File: src/rtl/fc8_input_pkg.sv
// Shared definitions for the FC8 gamepad input path: FSM states, button
// positions in the parallel state word, and the pad's serial bit order.
package fc8_input_pkg;

    typedef enum logic [2:0] {
        ST_IDLE  = 3'd0,
        ST_LATCH = 3'd1,
        ST_GAP   = 3'd2,
        ST_CLKH  = 3'd3,
        ST_CLKL  = 3'd4,
        ST_DONE  = 3'd5
    } pad_state_e;

    localparam int unsigned BTN_UP     = 0;
    localparam int unsigned BTN_DOWN   = 1;
    localparam int unsigned BTN_LEFT   = 2;
    localparam int unsigned BTN_RIGHT  = 3;
    localparam int unsigned BTN_A      = 4;
    localparam int unsigned BTN_B      = 5;
    localparam int unsigned BTN_START  = 6;
    localparam int unsigned BTN_SELECT = 7;

    localparam int unsigned SER_A       = 0;
    localparam int unsigned SER_B       = 1;
    localparam int unsigned SER_SELECT  = 2;
    localparam int unsigned SER_START   = 3;
    localparam int unsigned SER_UP      = 4;
    localparam int unsigned SER_DOWN    = 5;
    localparam int unsigned SER_LEFT    = 6;
    localparam int unsigned SER_RIGHT   = 7;
    localparam int unsigned SER_PRESENT = 8;

    localparam int unsigned NUM_SAMPLES = 9;

    // Active-low serial samples to active-high state word; all zero if no pad.
    function automatic logic [7:0] map_buttons(input logic [NUM_SAMPLES-1:0] samples);
        logic [7:0] word;
        word = 8'h00;
        if (samples[SER_PRESENT]) begin
            word[BTN_UP]     = ~samples[SER_UP];
            word[BTN_DOWN]   = ~samples[SER_DOWN];
            word[BTN_LEFT]   = ~samples[SER_LEFT];
            word[BTN_RIGHT]  = ~samples[SER_RIGHT];
            word[BTN_A]      = ~samples[SER_A];
            word[BTN_B]      = ~samples[SER_B];
            word[BTN_START]  = ~samples[SER_START];
            word[BTN_SELECT] = ~samples[SER_SELECT];
        end
        return word;
    endfunction

endpackage

File: src/rtl/fc8_gamepad_serial_reader.sv
// Periodic host-side reader for a NES-style serial gamepad: latches the pad,
// clocks out 8 button bits plus a presence bit, and publishes a state word.
module fc8_gamepad_serial_reader
    import fc8_input_pkg::*;
#(
    parameter int unsigned CLK_DIV      = 30,
    parameter int unsigned LATCH_CYCLES = 60,
    parameter int unsigned POLL_PERIOD  = 83333
) (
    input  logic       clk,
    input  logic       rst_n,
    input  logic       poll_en,
    output logic       pad_latch,
    output logic       pad_clk,
    input  logic       pad_data,
    output logic [7:0] state_out,
    output logic       state_valid,
    output logic       connected_out
);

    localparam int unsigned CNT_MAX = (LATCH_CYCLES > CLK_DIV) ? LATCH_CYCLES : CLK_DIV;
    localparam int unsigned CNT_W   = $clog2(CNT_MAX + 1);
    localparam int unsigned TIMER_W = $clog2(POLL_PERIOD);
    localparam int unsigned IDX_W   = 4;

    pad_state_e         state, state_d;
    logic [CNT_W-1:0]   cnt, cnt_d;
    logic [IDX_W-1:0]   bit_idx, bit_idx_d;
    logic [7:0]         shreg, shreg_d;
    logic [TIMER_W-1:0] timer;
    logic               timer_wrap_c;
    logic               start_c;
    logic               done_c;

    assign timer_wrap_c = (timer == TIMER_W'(POLL_PERIOD - 1));
    assign start_c      = timer_wrap_c && poll_en && (state == ST_IDLE);

    // Free-running poll timer, independent of the transaction FSM.
    always_ff @(posedge clk or negedge rst_n) begin
        if (!rst_n) begin
            timer <= '0;
        end else if (timer_wrap_c) begin
            timer <= '0;
        end else begin
            timer <= timer + TIMER_W'(1);
        end
    end

    always_ff @(posedge clk or negedge rst_n) begin
        if (!rst_n) begin
            state   <= ST_IDLE;
            cnt     <= '0;
            bit_idx <= '0;
            shreg   <= '0;
        end else begin
            state   <= state_d;
            cnt     <= cnt_d;
            bit_idx <= bit_idx_d;
            shreg   <= shreg_d;
        end
    end

    // Next-state logic; bit_idx counts samples already taken.
    always_comb begin
        state_d   = state;
        cnt_d     = cnt;
        bit_idx_d = bit_idx;
        shreg_d   = shreg;
        done_c    = 1'b0;
        unique case (state)
            ST_IDLE: begin
                if (start_c) begin
                    state_d   = ST_LATCH;
                    cnt_d     = '0;
                    bit_idx_d = '0;
                end
            end
            ST_LATCH: begin
                if (cnt == CNT_W'(LATCH_CYCLES - 1)) begin
                    state_d = ST_GAP;
                    cnt_d   = '0;
                end else begin
                    cnt_d = cnt + CNT_W'(1);
                end
            end
            ST_GAP: begin
                if (cnt == CNT_W'(CLK_DIV - 1)) begin
                    shreg_d   = {pad_data, shreg[7:1]};
                    bit_idx_d = IDX_W'(1);
                    state_d   = ST_CLKH;
                    cnt_d     = '0;
                end else begin
                    cnt_d = cnt + CNT_W'(1);
                end
            end
            ST_CLKH: begin
                if (cnt == CNT_W'(CLK_DIV - 1)) begin
                    state_d = ST_CLKL;
                    cnt_d   = '0;
                end else begin
                    cnt_d = cnt + CNT_W'(1);
                end
            end
            ST_CLKL: begin
                if (cnt == CNT_W'(CLK_DIV - 1)) begin
                    cnt_d = '0;
                    if (bit_idx == IDX_W'(SER_PRESENT)) begin
                        state_d = ST_DONE;
                        done_c  = 1'b1;
                    end else begin
                        shreg_d   = {pad_data, shreg[7:1]};
                        bit_idx_d = bit_idx + IDX_W'(1);
                        state_d   = ST_CLKH;
                    end
                end else begin
                    cnt_d = cnt + CNT_W'(1);
                end
            end
            ST_DONE: begin
                state_d = ST_IDLE;
            end
            default: begin
                state_d = ST_IDLE;
            end
        endcase
    end

    // Registered pad strobes and results; the presence bit is taken live on the final sample.
    always_ff @(posedge clk or negedge rst_n) begin
        if (!rst_n) begin
            pad_latch     <= 1'b0;
            pad_clk       <= 1'b0;
            state_valid   <= 1'b0;
            state_out     <= 8'h00;
            connected_out <= 1'b0;
        end else begin
            pad_latch   <= (state_d == ST_LATCH);
            pad_clk     <= (state_d == ST_CLKH);
            state_valid <= done_c;
            if (done_c) begin
                state_out     <= map_buttons({pad_data, shreg});
                connected_out <= pad_data;
            end
        end
    end

endmodule

File: config.mk
export PLATFORM = sky130hd
export DESIGN_NAME = fc8_gamepad_serial_reader
export DESIGN_NICKNAME = d
export VERILOG_FILES = /design/src/rtl/fc8_input_pkg.sv /design/src/rtl/fc8_gamepad_serial_reader.sv
export SDC_FILE = /design/constraint.sdc
export NUM_CORES = 1
export LEC_CHECK = 0
export BUFFER_PORTS_ARGS = -buffer_cell sky130_fd_sc_hd__buf_2
export CORE_MARGIN = 3
export CORE_UTILIZATION = 45
export CTS_BUF_LIST = sky130_fd_sc_hd__clkbuf_4 sky130_fd_sc_hd__clkbuf_8
export CTS_CLUSTER_DIAMETER = 50
export DETAILED_ROUTE_END_ITERATION = 12
export PLACE_DENSITY = 0.62
export REMOVE_ABC_BUFFERS = 1
export SYNTH_ARGS = -nofsm -noshare
export SYNTH_HDL_FRONTEND = slang
export SYNTH_SLANG_ARGS = --single-unit
File: constraint.sdc
create_clock -name clk -period 2.3 [get_ports clk]
set_input_delay 0.115 -clock clk [delete_from_list [all_inputs] [get_ports clk]]
set_output_delay 0.115 -clock clk [all_outputs]
set_load 0.01 [all_outputs]
==> key figures <==
Run status
  • Run status: finished, final reports clean

Job
  • Max Cap Violations: 0

Routing
  • Drt initial violations: 83
  • Via Count: around 1700
  • Post-route antenna net violation count: 0
  • Total wire length: about 4200 um
  • Via density: between 5 and 6
  • DR DRC count: 0
  • Drt pass-1 iters: 4
  • Drt wl/cell: 12.72 um

Global route
  • M3 GR Usage: 0.03047
  • Met2 Use GR: 0.2323
  • Initial antenna violation count: 0
  • Largest net degree at the start of global routing: 20
  • Gr busiest metal: met2
  • Total GRT Usage: 0.1438
  • Grt ovf: 0
  • Grt met1 use: 0.1952
  • First-pass GRT wire length: 7238 um
  • Vias in the first global route: between 1500 and 2000

Yosys
  • Seq/Total Area, Yosys: 0.5160
  • Post-synth top area cell: dfrtp_1
  • Most frequent cells after synthesis: dfrtp_1, nand2_1, o21ai_0
  • Count leader, synth: dfrtp_1
  • Synth area leaders: dfrtp_1, o21ai_0, mux2_2
  • Mapped cell area: approximately 2400 um2
  • Netlist cell types: between 40 and 50
  • Dominant synthesized flop cell: dfrtp_1
  • Mapped Cells: 230
  • Syn avg cell area: roughly 11 um2
  • Async S/R FF share, synth: 1.000
  • Post-synth EDFFs: 0
  • Register bit total from synthesis: 50
  • Synth warn: 0
  • Top-area cell type share of the netlist area: 0.5160

Pwr
  • Max VDD drop: between 0.0002 and 0.0003 V
  • Total leakage power: approximately 1.3 nW
  • Power per cell area: approximately 520 nW/um2

STA
  • Hold violation total from the final report: 0
  • Setup TNS: 0 ns
  • Achievable Freq: 442.8 MHz
  • Tcrit/Tclk final: 0.9818
  • # setup viols final: 0
  • Fin. max-slew vios: 0
  • Period minus WS final: around 2.3 ns
  • Clk_skew: 0.01162 ns
  • Relative slew slack: 0.7415
  • Worst setup margin: about 0.042 ns
  • Worst-Margin Slew: just under 0.4 ns
  • RSZ-0062 raised after global routing: true

Finish
  • Layout Cells excl Fill: 330
  • Final net count: 269
  • P&R area growth vs syn: 14.09%
  • Final core occ: 0.5348
  • Share of cells above drive strength 1: 0.2115
  • ANT cells: 0

Worst setup path
  • Crit path cell chain: inv_1 > ha_1 > or4bb_4 > nor4_4 > a21boi_2 > or3_4 > mux2_4
  • Worst Setup SP: timer[0]$_DFF_PN0_
  • CP max FO: 4
  • R2R Path Start: timer[0]$_DFF_PN0_
  • Crit-path leading delay family: simple AND/OR/NAND/NOR gates
  • Worst path slowest cell: or4bb_4
  • CP Data Required Time: 2.49 ns
  • Crit start category: flop
  • Worst Setup End Kind: flop
  • Max incr delay on CP: 0.46 ns
  • WP data arrival: approximately 2.5 ns
  • WS Path Type: reg -> reg
  • Worst path bufs/invs: 1

Clocking
  • CTS root buffer: clkbuf_8
  • CTS Buf Count: 5
  • Reg clk slew, reported paths: roughly 0.10 ns
  • Number of setup buffers added after CTS: 0
  • H-tree depth: 2
  • Clk sink count: 50
  • CTS tree: yes
  • Max Buffers Root-to-Sink: 2
  • Clk_lat worst skew: 0.30 ns

Die
  • I/O pin count: 16
  • Die Height: roughly 79 um
  • Die footprint: around 6300 um2
  • Number of cell rows: 26
  • Core area: 5172 um2
  • Initial core utilization: 0.4688
  • Die width: slightly below 80 um

Placement
  • Port bufs: 15
  • Gpl congestion: between 0.7 and 0.8
  • Worst slack at placement: around 0.037 ns
  • Hpwl dp: roughly 3100 um
  • Cell count after placement: between 300 and 400

Min path
  • Path category of the worst min-delay check: in -> reg
  • HP Start: poll_en
==> per-layer routing <==
| metal | part of all wire | wire [um] |
|---|---|---|
| met1 | 0.50 | 2114 |
| met2 | 0.46 | 1937 |
| met3 | 0.026 | 110 |
| met4 | 0.0081 | 34 |
| met5 | 0 | 0 |
==> worst min-delay path: cells and delay by family <==
kind,cells,cell delay [ns]
buffers and inverters,2,0.15
AOI/OAI and AO/OA,1,0.12
==> worst paths after layout <==
kind | endpoint | slack [ns] | depth (start not counted)
setup / recovery | bit_idx[0]$_DFFE_PN0P_ | 0.04 | 7
hold / removal | state[0]$_DFF_PN0_ | 0.12 | 3
setup reg to reg | bit_idx[0]$_DFFE_PN0P_ | 0.04 | 7
hold reg to reg | state_out[4]$_DFFE_PN0P_ | 0.48 | 2
max in group asynchronous | timer[5]$_DFF_PN0_ | 1.52 | 3
min in group asynchronous | state_out[5]$_DFFE_PN0P_ | 0.22 | 2
==> metrics by stage <==
step | area, um2 | power [W] | hold WS, ns
final | 2766 | 0.001445 | 0.1235
after CTS | 2763 | 0.001468 | 0.1188
after detailed placement | 2658 | 0.0009299 | 0.02576
after floorplan | 2397 | 0.0009036 | -0.1806
after global routing | 2766 | 0.001508 | 0.1426
after global placement | 2658 | 0.0009300 | 0.02663
==> cells by family after synthesis <==
logic type	share of synthesized area
and+or+nand+nor	0.2074
DFF	0.5160
AOI/OAI and AO/OA	0.1161
buffers and inverters	0.02992
xor gates and xnor gates	0.04334
muxes	0.05624
adders and majority gates	0.03096
==> sequential cells by signal, summed over array words and instances, names as in the netlist <==
register,flops
state_out,8
bit_idx,4
timer,17
connected_out,1
pad_latch,1
state_valid,1
pad_clk,1
shreg,8
cnt,6
state,3
==> cells in the final DEF (no fill, tap or decap), types with 3 or more instances in the layout <==
master    instances
xnor2_1           7
nor3_1            3
dfrtp_1          50
buf_4            13
mux2_2            9
ha_1              6
nand3_1           8
inv_1            12
nand2b_1         11
nand4_1           5
nor2b_1           3
o21ai_0          21
nor2_1           15
or3_1             5
nand2_1          21
xor2_1            5
a21oi_1           4
buf_2            15
o211ai_1          4
clkbuf_8          5
==> layout make-up <==
| type | count | area [um2] |
|---|---|---|
| flip-flops and latches | 50 | 1251 |
| clock inverters | 3 | 26.28 |
| multi-input cells | 161 | 1105 |
| well taps | 70 | 87.58 |
| fillers | 466 | 2406 |
| repair buffers | 29 | 182.7 |
| inverters | 12 | 45.04 |
| clock buffers | 5 | 68.82 |
==> power by group <==
part / internal (W) / switching, W / total (W)
sequential: 0.000880 / 0.000000766 / 0.000881
combinational: 0.00000890 / 0.0000221 / 0.0000310
clock: 0.000224 / 0.000309 / 0.000533
==> repair_timing <==
action                                  4_1_cts  5_1_grt
endpoints found under the setup margin        0        2
hold buffers                                  1        0
gates resized for setup                       0        1
hold endpoints to repair                     13        0
(Power assumes the default switching activity.)
